File: src/rtl/uart_pkg.sv
// -----------------------------------------------------------------------------
// uart_pkg
// Shared definitions for the UART transmit fifo-drain block:
//   - state_t       : FSM state encoding (3-bit)
//   - DEFAULT_*     : default bit timing and frame width
//   - baud_cnt_width: width of the per-bit cycle counter for a given bit period
// Optional feature macro: UART_PARITY_EN (adds the ST_PARITY state).
// -----------------------------------------------------------------------------
package uart_pkg;

   // 100 MHz system clock at 115200 baud, 8 data bits per frame.
   localparam int DEFAULT_CLKS_PER_BIT = 868;
   localparam int DEFAULT_DATA_BITS    = 8;

   // Frame sequencer states. ST_PARITY exists only when parity is built in,
   // so a parity-free build carries no dead state.
   typedef enum logic [2:0] {
      ST_IDLE   = 3'd0,
      ST_FETCH  = 3'd1,
      ST_LOAD   = 3'd2,
      ST_START  = 3'd3,
      ST_DATA   = 3'd4,
`ifdef UART_PARITY_EN
      ST_PARITY = 3'd5,
`endif
      ST_STOP   = 3'd6
   } state_t;

   // Width needed to count 0..clks_per_bit-1; never narrower than one bit.
   function automatic int baud_cnt_width(input int clks_per_bit);
      return (clks_per_bit > 1) ? $clog2(clks_per_bit) : 1;
   endfunction

endpackage

File: src/rtl/uart_tx_fifo_drain_if.sv
// -----------------------------------------------------------------------------
// uart_tx_fifo_drain_if
// Read-port bundle between the TX fifo and the UART drain stage.
//   fifo_empty : fifo -> drain, fifo has no words
//   fifo_data  : fifo -> drain, read data, valid the cycle after a pop
//   fifo_rd_en : drain -> fifo, one-cycle pop strobe
// Modports: master = drain side (issues pops), slave = fifo side.
// -----------------------------------------------------------------------------
interface uart_tx_fifo_drain_if #(
   parameter int FIFO_WIDTH = 16
);
   logic                  fifo_empty;
   logic [FIFO_WIDTH-1:0] fifo_data;
   logic                  fifo_rd_en;

   modport master (
      input  fifo_empty,
      input  fifo_data,
      output fifo_rd_en
   );

   modport slave (
      output fifo_empty,
      output fifo_data,
      input  fifo_rd_en
   );

endinterface

File: src/rtl/uart_baud_counter.sv
// -----------------------------------------------------------------------------
// uart_baud_counter
// Free-running per-bit cycle counter: counts 0..CLKS_PER_BIT-1 and wraps.
// Ports:
//   clock       in  system clock
//   reset       in  asynchronous active-high reset
//   clear       in  hold the count at zero (used while no bit is on the line)
//   bit_end     out high on the terminal count (last cycle of a bit)
//   bit_pre_end out high on the cycle before the terminal count
// -----------------------------------------------------------------------------
module uart_baud_counter
   import uart_pkg::*;
#(
   parameter int CLKS_PER_BIT = DEFAULT_CLKS_PER_BIT
) (
   input  logic clock,
   input  logic reset,
   input  logic clear,
   output logic bit_end,
   output logic bit_pre_end
);

   localparam int            CW       = baud_cnt_width(CLKS_PER_BIT);
   localparam logic [CW-1:0] LAST     = CW'(CLKS_PER_BIT - 1);
   localparam logic [CW-1:0] PRE_LAST = CW'(CLKS_PER_BIT - 2);

   logic [CW-1:0] count;

   // The count restarts at every bit boundary so each bit lasts exactly
   // CLKS_PER_BIT cycles; clear parks it at zero between frames so the
   // start bit begins from a known phase.
   always_ff @(posedge clock or posedge reset) begin
      if (reset) begin
         count <= '0;
      end else if (clear || bit_end) begin
         count <= '0;
      end else begin
         count <= count + 1'b1;
      end
   end

   // bit_pre_end lets the sequencer register a strobe that lands exactly on
   // the terminal cycle instead of one cycle late.
   assign bit_end     = (count == LAST);
   assign bit_pre_end = (count == PRE_LAST);

endmodule

File: src/rtl/uart_tx_fifo_drain.sv
// -----------------------------------------------------------------------------
// uart_tx_fifo_drain
// UART transmitter that drains the TX fifo: pops one word at a time and sends
// its low DATA_BITS as start(0), data LSB first, [parity], STOP_BITS stop(1).
// Keeps popping for as long as the fifo is not empty.
// Ports:
//   clock    in   system clock, posedge
//   reset    in   asynchronous active-high reset
//   fifo     if   uart_tx_fifo_drain_if.master (fifo_empty, fifo_data, fifo_rd_en)
//   tx       out  serial line, idle high, registered
//   busy     out  high whenever the sequencer is not idle
//   tx_done  out  one-cycle pulse on the last cycle of the final stop bit
// Optional feature macro: UART_PARITY_EN (parity bit between data and stop;
//   even parity, or odd parity when PARITY_ODD=1).
// -----------------------------------------------------------------------------
module uart_tx_fifo_drain
   import uart_pkg::*;
#(
   parameter int CLKS_PER_BIT = DEFAULT_CLKS_PER_BIT,
   parameter int DATA_BITS    = DEFAULT_DATA_BITS,
   parameter int FIFO_WIDTH   = 16,
   parameter int STOP_BITS    = 1,
   parameter int PARITY_ODD   = 0
) (
   input  logic                 clock,
   input  logic                 reset,
   uart_tx_fifo_drain_if.master fifo,
   output logic                 tx,
   output logic                 busy,
   output logic                 tx_done
);

   localparam logic [2:0] LAST_DATA_IDX = 3'(DATA_BITS - 1);
   localparam logic [2:0] LAST_STOP_IDX = 3'(STOP_BITS - 1);

   state_t               state_q, state_d;
   logic                 tx_q, tx_d;
   logic                 rd_en_q, rd_en_d;
   logic                 done_q, done_d;
   logic [DATA_BITS-1:0] shift_q, shift_d;
   logic [2:0]           idx_q, idx_d;
   logic                 baud_clear;
   logic                 bit_end;
   logic                 bit_pre_end;
`ifdef UART_PARITY_EN
   logic                 parity_q, parity_d;
`endif

   uart_baud_counter #(
      .CLKS_PER_BIT (CLKS_PER_BIT)
   ) u_baud (
      .clock       (clock),
      .reset       (reset),
      .clear       (baud_clear),
      .bit_end     (bit_end),
      .bit_pre_end (bit_pre_end)
   );

   // All outputs except busy come straight from flops so the line and the
   // fifo strobe never glitch. Reset drops the in-flight word: the fifo has
   // already popped it, so it is simply lost rather than re-read.
   always_ff @(posedge clock or posedge reset) begin
      if (reset) begin
         state_q  <= ST_IDLE;
         tx_q     <= 1'b1;
         rd_en_q  <= 1'b0;
         done_q   <= 1'b0;
         shift_q  <= '0;
         idx_q    <= '0;
`ifdef UART_PARITY_EN
         parity_q <= 1'b0;
`endif
      end else begin
         state_q  <= state_d;
         tx_q     <= tx_d;
         rd_en_q  <= rd_en_d;
         done_q   <= done_d;
         shift_q  <= shift_d;
         idx_q    <= idx_d;
`ifdef UART_PARITY_EN
         parity_q <= parity_d;
`endif
      end
   end

   // Next-state and next-output logic. Each branch computes what the line
   // should show during the next cycle, so tx changes exactly on the bit
   // boundary edge. idx_q counts data bits in ST_DATA and stop bits in
   // ST_STOP. fifo_empty is only looked at in ST_IDLE, which is what keeps
   // the block from ever popping an empty fifo mid-frame.
   always_comb begin
      state_d    = state_q;
      tx_d       = tx_q;
      rd_en_d    = 1'b0;
      done_d     = 1'b0;
      shift_d    = shift_q;
      idx_d      = idx_q;
      baud_clear = 1'b0;
`ifdef UART_PARITY_EN
      parity_d   = parity_q;
`endif

      case (state_q)
         ST_IDLE: begin
            tx_d       = 1'b1;
            baud_clear = 1'b1;
            if (!fifo.fifo_empty) begin
               rd_en_d = 1'b1;
               state_d = ST_FETCH;
            end
         end

         ST_FETCH: begin
            baud_clear = 1'b1;
            state_d    = ST_LOAD;
         end

         ST_LOAD: begin
            baud_clear = 1'b1;
            shift_d    = fifo.fifo_data[DATA_BITS-1:0];
            tx_d       = 1'b0;
            idx_d      = '0;
`ifdef UART_PARITY_EN
            parity_d   = (^fifo.fifo_data[DATA_BITS-1:0]) ^ (PARITY_ODD != 0);
`endif
            state_d    = ST_START;
         end

         ST_START: begin
            if (bit_end) begin
               tx_d    = shift_q[0];
               shift_d = shift_q >> 1;
               idx_d   = '0;
               state_d = ST_DATA;
            end
         end

         ST_DATA: begin
            if (bit_end) begin
               if (idx_q == LAST_DATA_IDX) begin
`ifdef UART_PARITY_EN
                  tx_d    = parity_q;
                  state_d = ST_PARITY;
`else
                  tx_d    = 1'b1;
                  idx_d   = '0;
                  state_d = ST_STOP;
`endif
               end else begin
                  tx_d    = shift_q[0];
                  shift_d = shift_q >> 1;
                  idx_d   = idx_q + 1'b1;
               end
            end
         end

`ifdef UART_PARITY_EN
         ST_PARITY: begin
            if (bit_end) begin
               tx_d    = 1'b1;
               idx_d   = '0;
               state_d = ST_STOP;
            end
         end
`endif

         ST_STOP: begin
            if (bit_pre_end && (idx_q == LAST_STOP_IDX)) begin
               done_d = 1'b1;
            end
            if (bit_end) begin
               if (idx_q == LAST_STOP_IDX) begin
                  state_d = ST_IDLE;
               end else begin
                  idx_d = idx_q + 1'b1;
               end
            end
         end

         default: begin
            tx_d    = 1'b1;
            state_d = ST_IDLE;
         end
      endcase
   end

   assign fifo.fifo_rd_en = rd_en_q;
   assign tx              = tx_q;
   assign tx_done         = done_q;
   assign busy            = (state_q != ST_IDLE);

endmodule
File: src/flat_wrapper.sv
// flat-port wrapper written by rule: the top's interface ports become plain ports
module uart_tx_fifo_drain_flat import uart_pkg::*;
#(
   parameter int CLKS_PER_BIT = DEFAULT_CLKS_PER_BIT,
   parameter int DATA_BITS    = DEFAULT_DATA_BITS,
   parameter int FIFO_WIDTH   = 16,
   parameter int STOP_BITS    = 1,
   parameter int PARITY_ODD   = 0
)
  (clock, reset, tx, busy, tx_done, fifo_fifo_empty, fifo_fifo_data, fifo_fifo_rd_en);
  uart_tx_fifo_drain_if #(.FIFO_WIDTH(FIFO_WIDTH)) fifo_i ();
  input  logic clock;
  input  logic reset;
  output logic tx;
  output logic busy;
  output logic tx_done;
  input wire logic [$bits(fifo_i.fifo_empty)-1:0] fifo_fifo_empty;
  input wire logic [$bits(fifo_i.fifo_data)-1:0] fifo_fifo_data;
  output wire logic [$bits(fifo_i.fifo_rd_en)-1:0] fifo_fifo_rd_en;
  assign fifo_i.fifo_empty = fifo_fifo_empty;
  assign fifo_i.fifo_data = fifo_fifo_data;
  assign fifo_fifo_rd_en = fifo_i.fifo_rd_en;
  uart_tx_fifo_drain #(.CLKS_PER_BIT(CLKS_PER_BIT), .DATA_BITS(DATA_BITS), .FIFO_WIDTH(FIFO_WIDTH), .STOP_BITS(STOP_BITS), .PARITY_ODD(PARITY_ODD)) u_core (.clock(clock), .reset(reset), .fifo(fifo_i), .tx(tx), .busy(busy), .tx_done(tx_done));
endmodule
File: config.mk
export PLATFORM = sky130hd
export DESIGN_NAME = uart_tx_fifo_drain_flat
export DESIGN_NICKNAME = d
export VERILOG_FILES = /design/src/rtl/uart_pkg.sv /design/src/rtl/uart_tx_fifo_drain_if.sv /design/src/rtl/uart_baud_counter.sv /design/src/rtl/uart_tx_fifo_drain.sv /design/src/flat_wrapper.sv
export SDC_FILE = /design/constraint.sdc
export NUM_CORES = 1
export LEC_CHECK = 0
export ABC_AREA = 1
export CAP_MARGIN = 0
export CORE_ASPECT_RATIO = 0.6
export CORE_MARGIN = 5
export CORE_UTILIZATION = 32
export CTS_CLUSTER_DIAMETER = 200
export DETAILED_ROUTE_END_ITERATION = 8
export HOLD_SLACK_MARGIN = 0.1
export PLACE_DENSITY = 0.56
export SLEW_MARGIN = 20
export SYNTH_ARGS = -nofsm -noshare
export SYNTH_HDL_FRONTEND = slang
export SYNTH_SLANG_ARGS = --single-unit
File: constraint.sdc
create_clock -name clock -period 3.3 [get_ports clock]
set_clock_uncertainty 0.2 [all_clocks]
set_input_delay 0.66 -clock clock [delete_from_list [all_inputs] [get_ports clock]]
set_output_delay 0.66 -clock clock [all_outputs]
set_load 0.02 [all_outputs]
==> impl_metrics.json <==
{
  "arrival_ns": 1.71,
  "pwr-share-comb": 0.050,
  "vias": 1246,
  "leakage_nw": 0.909,
  "clock.fmax_mhz": 390,
  "hold_buffers": 0,
  "highest-signal-layer": "met4",
  "core_um2": 4610,
  "grt_antenna_before_repair": 0,
  "area_delta_synth_final_pct": 15.4,
  "worstSetupPathType": "flip-flop to primary output",
  "critPathLaunchType": "flip-flop",
  "numCtsBuffers": 3,
  "wl_met1_mm": 1.75,
  "dr.pass1.iters": 4,
  "drive_above_1_share": 0.0841,
  "cts_resized": 0,
  "start_util": 0.335,
  "detail-route-antenna-nets": 0,
  "syn_avg_cell_area_um2": 7.76,
  "synthTopCellsByCount": "nand2_1, nand3_1, dfrtp_1",
  "synth_edf_count": 0,
  "tns_ns": 0,
  "port_buffers": 14,
  "drtIter0Drc": 77,
  "end_kind": "primary output",
  "grt.overflow.total": 0,
  "place_area_um2": 1740,
  "nets": 239,
  "yosysMostFrequentCell": "nand2_1",
  "synth_ff_type": "dfrtp_1",
  "ys_warn_count": 0,
  "vias_per_cell": 4.50,
  "crit_path_end": "busy",
  "wl_per_cell_um": 10.8,
  "swShare": 0.213,
  "dr_wl_met3_um": 173,
  "grt_pass1_vias": 1118,
  "gp_congestion": 0.797,
  "worst_r2r_startpoint": "u_core.state_q[2]",
  "syn_nets": 223,
  "track_usage": 0.102,
  "synth_top_area_cell": "dfrtp_1",
  "rsz0062_at_grt": "false",
  "clockPowerShare": 0.338,
  "cts-root-buf": "clkbuf_8",
  "worst_pin_slew_ns": 0.354,
  "cts_tree": "done",
  "hpwl_mm": 2.36,
  "hold_viol_final": 0,
  "ios": 23,
  "seq_area_frac_synth": 0.438,
  "period_minus_slack_ns": 2.57,
  "fin_area_um2": 1780,
  "dieArea_um2": 6360,
  "drv_cap": 0,
  "cp_max_fo": 9,
  "diodes": 0,
  "grt_max_degree": 20,
  "internal-power_mw": 0.435,
  "startpoint": "u_core.state_q[2]",
  "ys_top_cells_by_area": "dfrtp_1, nand2_1, nand3_1",
  "clk_latency_ns": 0.27,
  "cts_setup_buffers": 0,
  "outcome": "finished clean",
  "grt_pass1_wl_mm": 5.35,
  "r2r_setup_slack_ns": 1.50,
  "irDropWorstVdd_uv": 136,
  "max_slew_margin": 0.763,
  "clkTransAtPathRegs_ns": 0.09,
  "drc_errors": 0,
  "ys_types": 27,
  "period_share": 0.777,
  "cts_buffer_depth": 2,
  "hold_class": "flip-flop to flip-flop",
  "synth.cell_area_um2": 1550,
  "r2r_cells": 7,
  "cellPowerDensity_nw_per_um2": 310,
  "rows": 19,
  "wirelength_mm": 3.00,
  "synthArstFlopShare": 1.00,
  "cts_sinks": 27,
  "setup_viol": 0,
  "slew_viol_final": 0,
  "synth_cells": 199,
  "required_ns": 2.44,
  "wl_met2_mm": 1.05,
  "switchingPower_mw": 0.118,
  "fp.dieH_um": 63.8,
  "p_seq_frac": 0.612,
  "htreeDepth": 1,
  "netlist.area_leader.share": 0.421,
  "reg2reg_to": "u_core.state_q[1]",
  "die_x_um": 99.7,
  "synth_seq_cells": 27
}
## cell families after synthesis
| kind of cell | after synthesis | synth area share |
|---|---|---|
| adder cells (fa/ha/maj) | 5 | 0.0405 |
| XOR/XNOR | 4 | 0.0227 |
| flip-flops | 27 | 0.438 |
| AO/OA/AOI/OAI | 7 | 0.0356 |
| buffers and inverters | 20 | 0.0615 |
| AND/OR/NAND/NOR | 136 | 0.402 |
## layer usage
layer  up-vias  track usage
li1        672            -
met1       551        0.160
met2        21        0.135
met3         2       0.0293
met4         0       0.0204
met5         -            0
## worst max-delay path: stages (launching register included)
cell and delay (ns):
dfrtp_1 0.50, nor2_1 0.24, nand2_1 0.14, clkdlybuf4s50_1 0.56
## power by group through the flow
stage / logic (mW) / clock network, mW / registers [mW]
6_report: 0.0278 / 0.187 / 0.338
3_3_place_gp: 0.0288 / 0 / 0.345
5_1_grt: 0.0324 / 0.207 / 0.339
3_5_place_dp: 0.0287 / 0 / 0.345
2_1_floorplan: 0.0128 / 0 / 0.344
4_1_cts: 0.0288 / 0.194 / 0.338
## stage by stage
step / worst slack (ns) / utilization / cells / total power [mW] / hold slack (ns)
detailed placement: 1.04 / 0.377 / 273 / 0.374 / 0.261
finish: 0.734 / 0.387 / 277 / 0.553 / 0.279
global placement: 1.04 / 0.377 / 273 / 0.373 / 0.256
CTS: 0.737 / 0.387 / 277 / 0.561 / 0.284
floorplan: 1.57 / - / 199 / 0.357 / 0.242
global route: 0.662 / 0.387 / 277 / 0.578 / 0.296
## layout by cell type, fill, tap and decap left out, types with 3 or more instances in the layout
cell / count
nand2_2: 3
nand2_4: 3
clkbuf_8: 3
clkdlybuf4s50_1: 14
inv_1: 15
nand2_1: 62
dfrtp_1: 26
nor3_1: 5
nor2_1: 25
nand3_1: 31
xor2_1: 3
ha_1: 5
## registers in the layout (all words and copies together) (netlist names)
| name | count |
|---|---|
| u_core.tx_done | 1 |
| u_core.fifo.fifo_rd_en | 1 |
| u_core.state_q | 3 |
| u_core.shift_q | 8 |
| u_core.idx_q | 3 |
| u_core.u_baud.count | 10 |
| u_core.tx | 1 |
## worst min-delay path by stage
stage                        end  depth (start not counted)         startpoint  slack [ns]
3_3_place_gp   u_core.shift_q[6]                          2  u_core.shift_q[6]        0.26
6_report       u_core.shift_q[2]                          2  u_core.shift_q[2]        0.28
5_1_grt                u_core.tx                          2          u_core.tx        0.30
3_5_place_dp   u_core.shift_q[0]                          2  u_core.shift_q[0]        0.26
2_1_floorplan  u_core.shift_q[0]                          2  u_core.shift_q[0]        0.24
4_1_cts        u_core.shift_q[0]                          2  u_core.shift_q[0]        0.28
## layout make-up
cell class,instances,area (µm²)
inverter,16,60.1
sequential,27,677
fill,484,2830
clock buffer,3,41.3
clock inverter,1,5.00
tap,63,78.8
timing repair buffer,15,148
multi-input combinational,152,773
(Power assumes the default switching activity.)
